File: src/rtl/sort_fuc_pkg.sv
// Shared sizing defaults and scheduler state encoding for the sort counting unit.
package sort_fuc_pkg;

  localparam int SORT_FUC_MAX_NUM           = 1024;
  localparam int SORT_FUC_BK_NUM            = 4;
  localparam int SORT_FUC_CNT_MEM_DEPTH     = SORT_FUC_MAX_NUM / SORT_FUC_BK_NUM;
  localparam int SORT_FUC_CNT_MEM_DEPTH_W   = $clog2(SORT_FUC_CNT_MEM_DEPTH);
  localparam int SCH_CREDIT_NUM             = 4;
  localparam int SCH_CREDIT_W               = $clog2(SCH_CREDIT_NUM + 1);
  localparam int SCH_RD_LAT                 = 2;

  typedef enum logic [1:0] {
    SCH_IDLE  = 2'd0,
    SCH_DRAIN = 2'd1,
    SCH_SCAN  = 2'd2,
    SCH_FLUSH = 2'd3
  } sch_state_e;

endpackage

File: src/rtl/sort_sch_credit_cnt.sv
// Saturating up/down counter; flags an increment at MAX_VAL or a decrement at zero.
module sort_sch_credit_cnt #(
  parameter int MAX_VAL  = 4,
  parameter int W        = 3,
  parameter int INIT_VAL = 0
) (
  input  logic         clk,
  input  logic         rst,
  input  logic         inc,
  input  logic         dec,
  output logic [W-1:0] cnt,
  output logic         ovf,
  output logic         unf
);

  logic at_max;
  logic at_zero;

  assign at_max  = (cnt == W'(MAX_VAL));
  assign at_zero = (cnt == '0);
  assign ovf     = inc && !dec && at_max;
  assign unf     = dec && !inc && at_zero;

  // Simultaneous inc and dec cancel; out-of-range steps hold the value.
  always_ff @(posedge clk or posedge rst) begin
    if (rst) begin
      cnt <= W'(INIT_VAL);
    end else if (inc && !dec && !at_max) begin
      cnt <= cnt + W'(1);
    end else if (dec && !inc && !at_zero) begin
      cnt <= cnt - W'(1);
    end
  end

endmodule

File: src/rtl/sort_cnt_rd_sched.sv
// Count-memory readout scheduler: hold AGU, drain the count pipe, then stream
// credit-gated read+clear requests over every cnt-mem address.
module sort_cnt_rd_sched
  import sort_fuc_pkg::*;
#(
  parameter int CNT_MEM_DEPTH = SORT_FUC_CNT_MEM_DEPTH,
  parameter int DEPTH_W       = $clog2(CNT_MEM_DEPTH),
  parameter int CREDIT_NUM    = SCH_CREDIT_NUM,
  parameter int RD_LAT        = SCH_RD_LAT
) (
  input  logic               clk,
  input  logic               rst,
  input  logic               ctrl2sch_start_i,
  input  logic               ctrl2sch_abort_i,
  input  logic               cntu2sch_wr_done_i,
  input  logic               cnt2sch_rd_vld_i,
  input  logic               pru2sch_credit_rtn_i,
  output logic               sch2agu_hold_o,
  output logic               sch2cnt_rd_vld_o,
  output logic [DEPTH_W-1:0] sch2cnt_rd_addr_o,
  output logic               sch2ctrl_busy_o,
  output logic               sch2ctrl_done_o,
  output logic               sch2ctrl_aborted_o,
  output logic               sch2ctrl_err_o
);

  localparam int CREDIT_W  = $clog2(CREDIT_NUM + 1);
  localparam int OUTST_MAX = CREDIT_NUM + RD_LAT;
  localparam int OUTST_W   = $clog2(OUTST_MAX + 1);

  sch_state_e          state_q, state_d;
  logic [DEPTH_W-1:0]  addr_q, addr_d;
  logic [CREDIT_W-1:0] credits;
  logic [OUTST_W-1:0]  outst;
  logic                issue;
  logic                clr_flags;
  logic                set_abort;
  logic                done_d;
  logic                cred_ovf, cred_unf;
  logic                outst_ovf, outst_unf;
  logic                err_evt;

  assign issue   = (state_q == SCH_SCAN) && (credits != '0) && !ctrl2sch_abort_i;
  assign err_evt = cred_ovf || cred_unf || outst_ovf || outst_unf;

  assign sch2cnt_rd_vld_o  = issue;
  assign sch2cnt_rd_addr_o = addr_q;

  // Credits persist across scans: the PRU may still be draining the previous one.
  sort_sch_credit_cnt #(
    .MAX_VAL  (CREDIT_NUM),
    .W        (CREDIT_W),
    .INIT_VAL (CREDIT_NUM)
  ) u_credit_cnt (
    .clk (clk),
    .rst (rst),
    .inc (pru2sch_credit_rtn_i),
    .dec (issue),
    .cnt (credits),
    .ovf (cred_ovf),
    .unf (cred_unf)
  );

  sort_sch_credit_cnt #(
    .MAX_VAL  (OUTST_MAX),
    .W        (OUTST_W),
    .INIT_VAL (0)
  ) u_outst_cnt (
    .clk (clk),
    .rst (rst),
    .inc (issue),
    .dec (cnt2sch_rd_vld_i),
    .cnt (outst),
    .ovf (outst_ovf),
    .unf (outst_unf)
  );

  always_comb begin
    state_d   = state_q;
    addr_d    = addr_q;
    clr_flags = 1'b0;
    set_abort = 1'b0;
    done_d    = 1'b0;
    case (state_q)
      SCH_IDLE: begin
        if (ctrl2sch_start_i) begin
          state_d   = SCH_DRAIN;
          addr_d    = '0;
          clr_flags = 1'b1;
        end
      end
      SCH_DRAIN: begin
        if (ctrl2sch_abort_i) begin
          state_d   = SCH_FLUSH;
          set_abort = 1'b1;
        end else if (cntu2sch_wr_done_i) begin
          state_d = SCH_SCAN;
        end
      end
      SCH_SCAN: begin
        if (ctrl2sch_abort_i) begin
          state_d   = SCH_FLUSH;
          set_abort = 1'b1;
        end else if (issue) begin
          if (addr_q == DEPTH_W'(CNT_MEM_DEPTH - 1)) begin
            state_d = SCH_FLUSH;
            addr_d  = '0;
          end else begin
            addr_d = addr_q + 1'b1;
          end
        end
      end
      SCH_FLUSH: begin
        if (outst == '0) begin
          state_d = SCH_IDLE;
          done_d  = 1'b1;
        end
      end
      default: state_d = SCH_IDLE;
    endcase
  end

  // Hold/busy track the next state so the AGU is blocked from the cycle after start.
  always_ff @(posedge clk or posedge rst) begin
    if (rst) begin
      state_q            <= SCH_IDLE;
      addr_q             <= '0;
      sch2agu_hold_o     <= 1'b0;
      sch2ctrl_busy_o    <= 1'b0;
      sch2ctrl_done_o    <= 1'b0;
      sch2ctrl_aborted_o <= 1'b0;
      sch2ctrl_err_o     <= 1'b0;
    end else begin
      state_q         <= state_d;
      addr_q          <= addr_d;
      sch2agu_hold_o  <= (state_d != SCH_IDLE);
      sch2ctrl_busy_o <= (state_d != SCH_IDLE);
      sch2ctrl_done_o <= done_d;
      if (clr_flags) begin
        sch2ctrl_aborted_o <= 1'b0;
      end else if (set_abort) begin
        sch2ctrl_aborted_o <= 1'b1;
      end
      if (err_evt) begin
        sch2ctrl_err_o <= 1'b1;
      end else if (clr_flags) begin
        sch2ctrl_err_o <= 1'b0;
      end
    end
  end

endmodule

File: config.mk
export PLATFORM = sky130hd
export DESIGN_NAME = sort_cnt_rd_sched
export DESIGN_NICKNAME = d
export VERILOG_FILES = /design/src/rtl/sort_fuc_pkg.sv /design/src/rtl/sort_sch_credit_cnt.sv /design/src/rtl/sort_cnt_rd_sched.sv
export SDC_FILE = /design/constraint.sdc
export NUM_CORES = 1
export LEC_CHECK = 0
export CAP_MARGIN = 5
export CORE_UTILIZATION = 54
export DETAILED_ROUTE_END_ITERATION = 8
export PLACE_DENSITY_LB_ADDON = 0.1
export REMOVE_ABC_BUFFERS = 1
export SLEW_MARGIN = 10
export SYNTH_ARGS = -nofsm -noshare
export SYNTH_HDL_FRONTEND = slang
export SYNTH_SLANG_ARGS = --single-unit
File: constraint.sdc
create_clock -name clk -period 3.5 [get_ports clk]
set_clock_uncertainty 0.15 [all_clocks]
set_input_delay 0.35 -clock clk [delete_from_list [all_inputs] [get_ports clk]]
set_output_delay 0.35 -clock clk [all_outputs]
set_load 0.05 [all_outputs]
==> summary.txt <==
Placement
  – DP Wirelength: 2160 µm
  – IO Port Bufs: 20
  – Dpl cells: 198
  – Placer congestion estimate: 0.801
  – Placed Area: 0.00160 mm²

Global route
  – Initial antenna violation count: 0
  – Vias in the first global route: 1141
  – Global route overflow: 0
  – Global-route wire length before repair: 4890 µm
  – Largest net degree at the start of global routing: 21
  – Gr usage total: 23.7%

Logic synthesis
  – EDFF count, synth: 0
  – Yosys cell types: 53
  – Sequential area share after synthesis: 35.3%
  – Post-Synthesis Cells: 158
  – Post-synthesis register bit count: 20
  – YS warnings: 0
  – Mapped Avg Cell Area: 9.00 µm²
  – Main synth FF type: dfrtp_1
  – Mapped Area: 0.00142 mm²
  – Asr flop ratio synth: 100%

Route
  – # DRC: 0
  – Post-DRT Antenna Nets: 0
  – Wire per inst: 14.9 µm
  – Drt initial violations: 37
  – DR vias/cell: 6.18
  – Routed WL: 3000 µm
  – Vias: 1248
  – Drt first pass iters: 4

STA
  – Final setup viols: 0
  – RSZ-0062 raised after global routing: false
  – Final hold violation count: 0
  – Worst slew margin: 50.3%
  – Fmax: 314 MHz
  – Tmin final: 3.19 ns
  – Max-slew violation count: 0
  – Actual slew at the worst max-slew pin: 0.745 ns
  – Setup tns final: 0 ns
  – Final Cycle Share: 91.1%

Final layout
  – Design area: 0.00163 mm²
  – Antenna diodes: 0
  – Flip-flop and latch area: 502 µm²
  – Most frequent cells in the layout: 20 x clkdlybuf4s50_1, 19 x dfrtp_1, 16 x nand2_1
  – Layout cells sized above 1: 5.23%
  – Finished Layout Cells: 202
  – Area Overhead vs Synth: 14.4%
  – Multi-input logic area: 830 µm²
  – Nets: 188
  – Commonest non-fill, non-tap cell in the layout: clkdlybuf4s50_1
  – Fillcell total: 209

Die
  – Initial core utilization: 57.4%
  – DIE AREA: 0.00284 mm²
  – I/O Pins: 21
  – Die H: 53.3 µm
  – Die width: 53.3 µm
  – Row count: 18
  – Core Area: 0.00248 mm²

Critical path
  – Crit path arrival time: 2.69 ns
  – Req. time, crit path: 3.00 ns
  – Worst reg2reg setup slack: 0.50 ns
  – Setup crit start kind: register
  – CP endpoint kind: output pin
  – Crit Path Class: register to output pin
  – Crit-path max FO: 11

Pwr
  – Power density cells: 835 mW/mm²
  – Maximum vdd drop: 0.626 mV
  – Leak: 0.639 nW

Clocking
  – # hold bufs at CTS: 0
  – TritonCTS Buffers: 3
  – Post_cts resized: 0
  – CTS tree: built
  – H-tree levels: 1
  – Clock-pin slew on the worst setup and hold paths: 0.12 ns
  – Clock Sinks: 20
  – Clock Latency Late Sink: 0.30 ns
  – CTS max path bufs: 2
  – Post-CTS setup buffers: 0
  – Root Buffer: clkbuf_4

Run
  – MaxCap Viol Count: 0

Min path
  – Min-Delay Path Class: input port to async pin

Outcome
  – Outcome: completed
==> layer usage <==
layer	global-route usage, %	vias up	wire, µm	share of wire, %
met1	29.6	588	1400	47
met3	3.45	11	126	4.2
met5	0	-	0	0
met2	39.0	35	1400	47
met4	12.3	0	80	2.7
li1	-	614	-	-
==> worst paths after layout <==
check,end,depth (start not counted),from
max reg2reg,u_outst_cnt.cnt[2],11,state_q[0]
min reg2reg,sch2ctrl_err_o,1,sch2ctrl_err_o
max in group asynchronous,sch2cnt_rd_addr_o[1],2,rst
min,u_outst_cnt.cnt[0],2,rst
max,sch2cnt_rd_vld_o,6,state_q[0]
min in group clk,sch2ctrl_err_o,1,sch2ctrl_err_o
==> cells by family (layout without fill, tap and decap cells) <==
kind of cell | after synthesis | in the layout | share of synthesized area (%)
multiplexers | 1 | 1 | 0.704
flip-flops | 20 | 20 | 35.3
AO/OA/AOI/OAI | 53 | 53 | 26.7
AND/OR/NAND/NOR | 56 | 56 | 21.5
XOR/XNOR | 2 | 2 | 1.23
buffers and inverters | 18 | 32 | 6.42
adder cells (fa/ha/maj) | 8 | 8 | 8.09
==> sequential cells by signal (all words and copies together), names as in the netlist <==
register,cells
sch2cnt_rd_addr_o,8
u_credit_cnt.cnt,3
u_outst_cnt.cnt,3
state_q,2
sch2ctrl_aborted_o,1
sch2ctrl_busy_o,1
sch2ctrl_done_o,1
sch2ctrl_err_o,1
==> report_power, final <==
group          leakage (nW)  total [mW]  switching (mW)  internal (mW)
logic                 0.371       0.787           0.477          0.310
registers             0.254       0.451           0.131          0.320
clock network        0.0150       0.120          0.0757         0.0445
total                 0.639        1.36           0.684          0.675
==> per-stage QoR <==
step	hold WS, ns	utilization [%]	worst slack, ns	total power [mW]
2_1_floorplan	0.163	-	0.779	1.02
3_3_place_gp	0.362	64.6	0.624	1.21
3_5_place_dp	0.361	64.6	0.509	1.24
4_1_cts	0.338	65.7	0.323	1.36
5_1_grt	0.419	65.7	0.174	1.46
6_report	0.306	65.7	0.311	1.36
==> cell type report <==
type                    instances  area share, %
multi-input cells             120           51.0
flip-flops and latches         20           30.8
repair buffers                 20           12.3
well taps                      30           2.31
inverters                       8           2.00
clock buffers                   4           1.61
==> worst max-delay path: stages (launching register included) <==
cell and delay, ns:
dfrtp_1 0.46, inv_1 0.15, ha_1 0.38, and2b_2 0.32
nand2_4 0.12, inv_4 0.15, clkdlybuf4s50_1 0.81
==> cells in the mapped netlist (all sizes together), types with 4 or more instances <==
library cell,n,area (µm²)
ha,6,75.1
nor2,4,15.0
clkbuf,5,18.8
nand2,17,71.3
a21oi,8,40.0
o211ai,5,37.5
nor3,7,35.0
inv,8,32.5
dfrtp,19,475
buf,5,40.0
o21ai,13,65.1
nor2b,4,25.0
nand3,6,30.0
(Power assumes the default switching activity.)
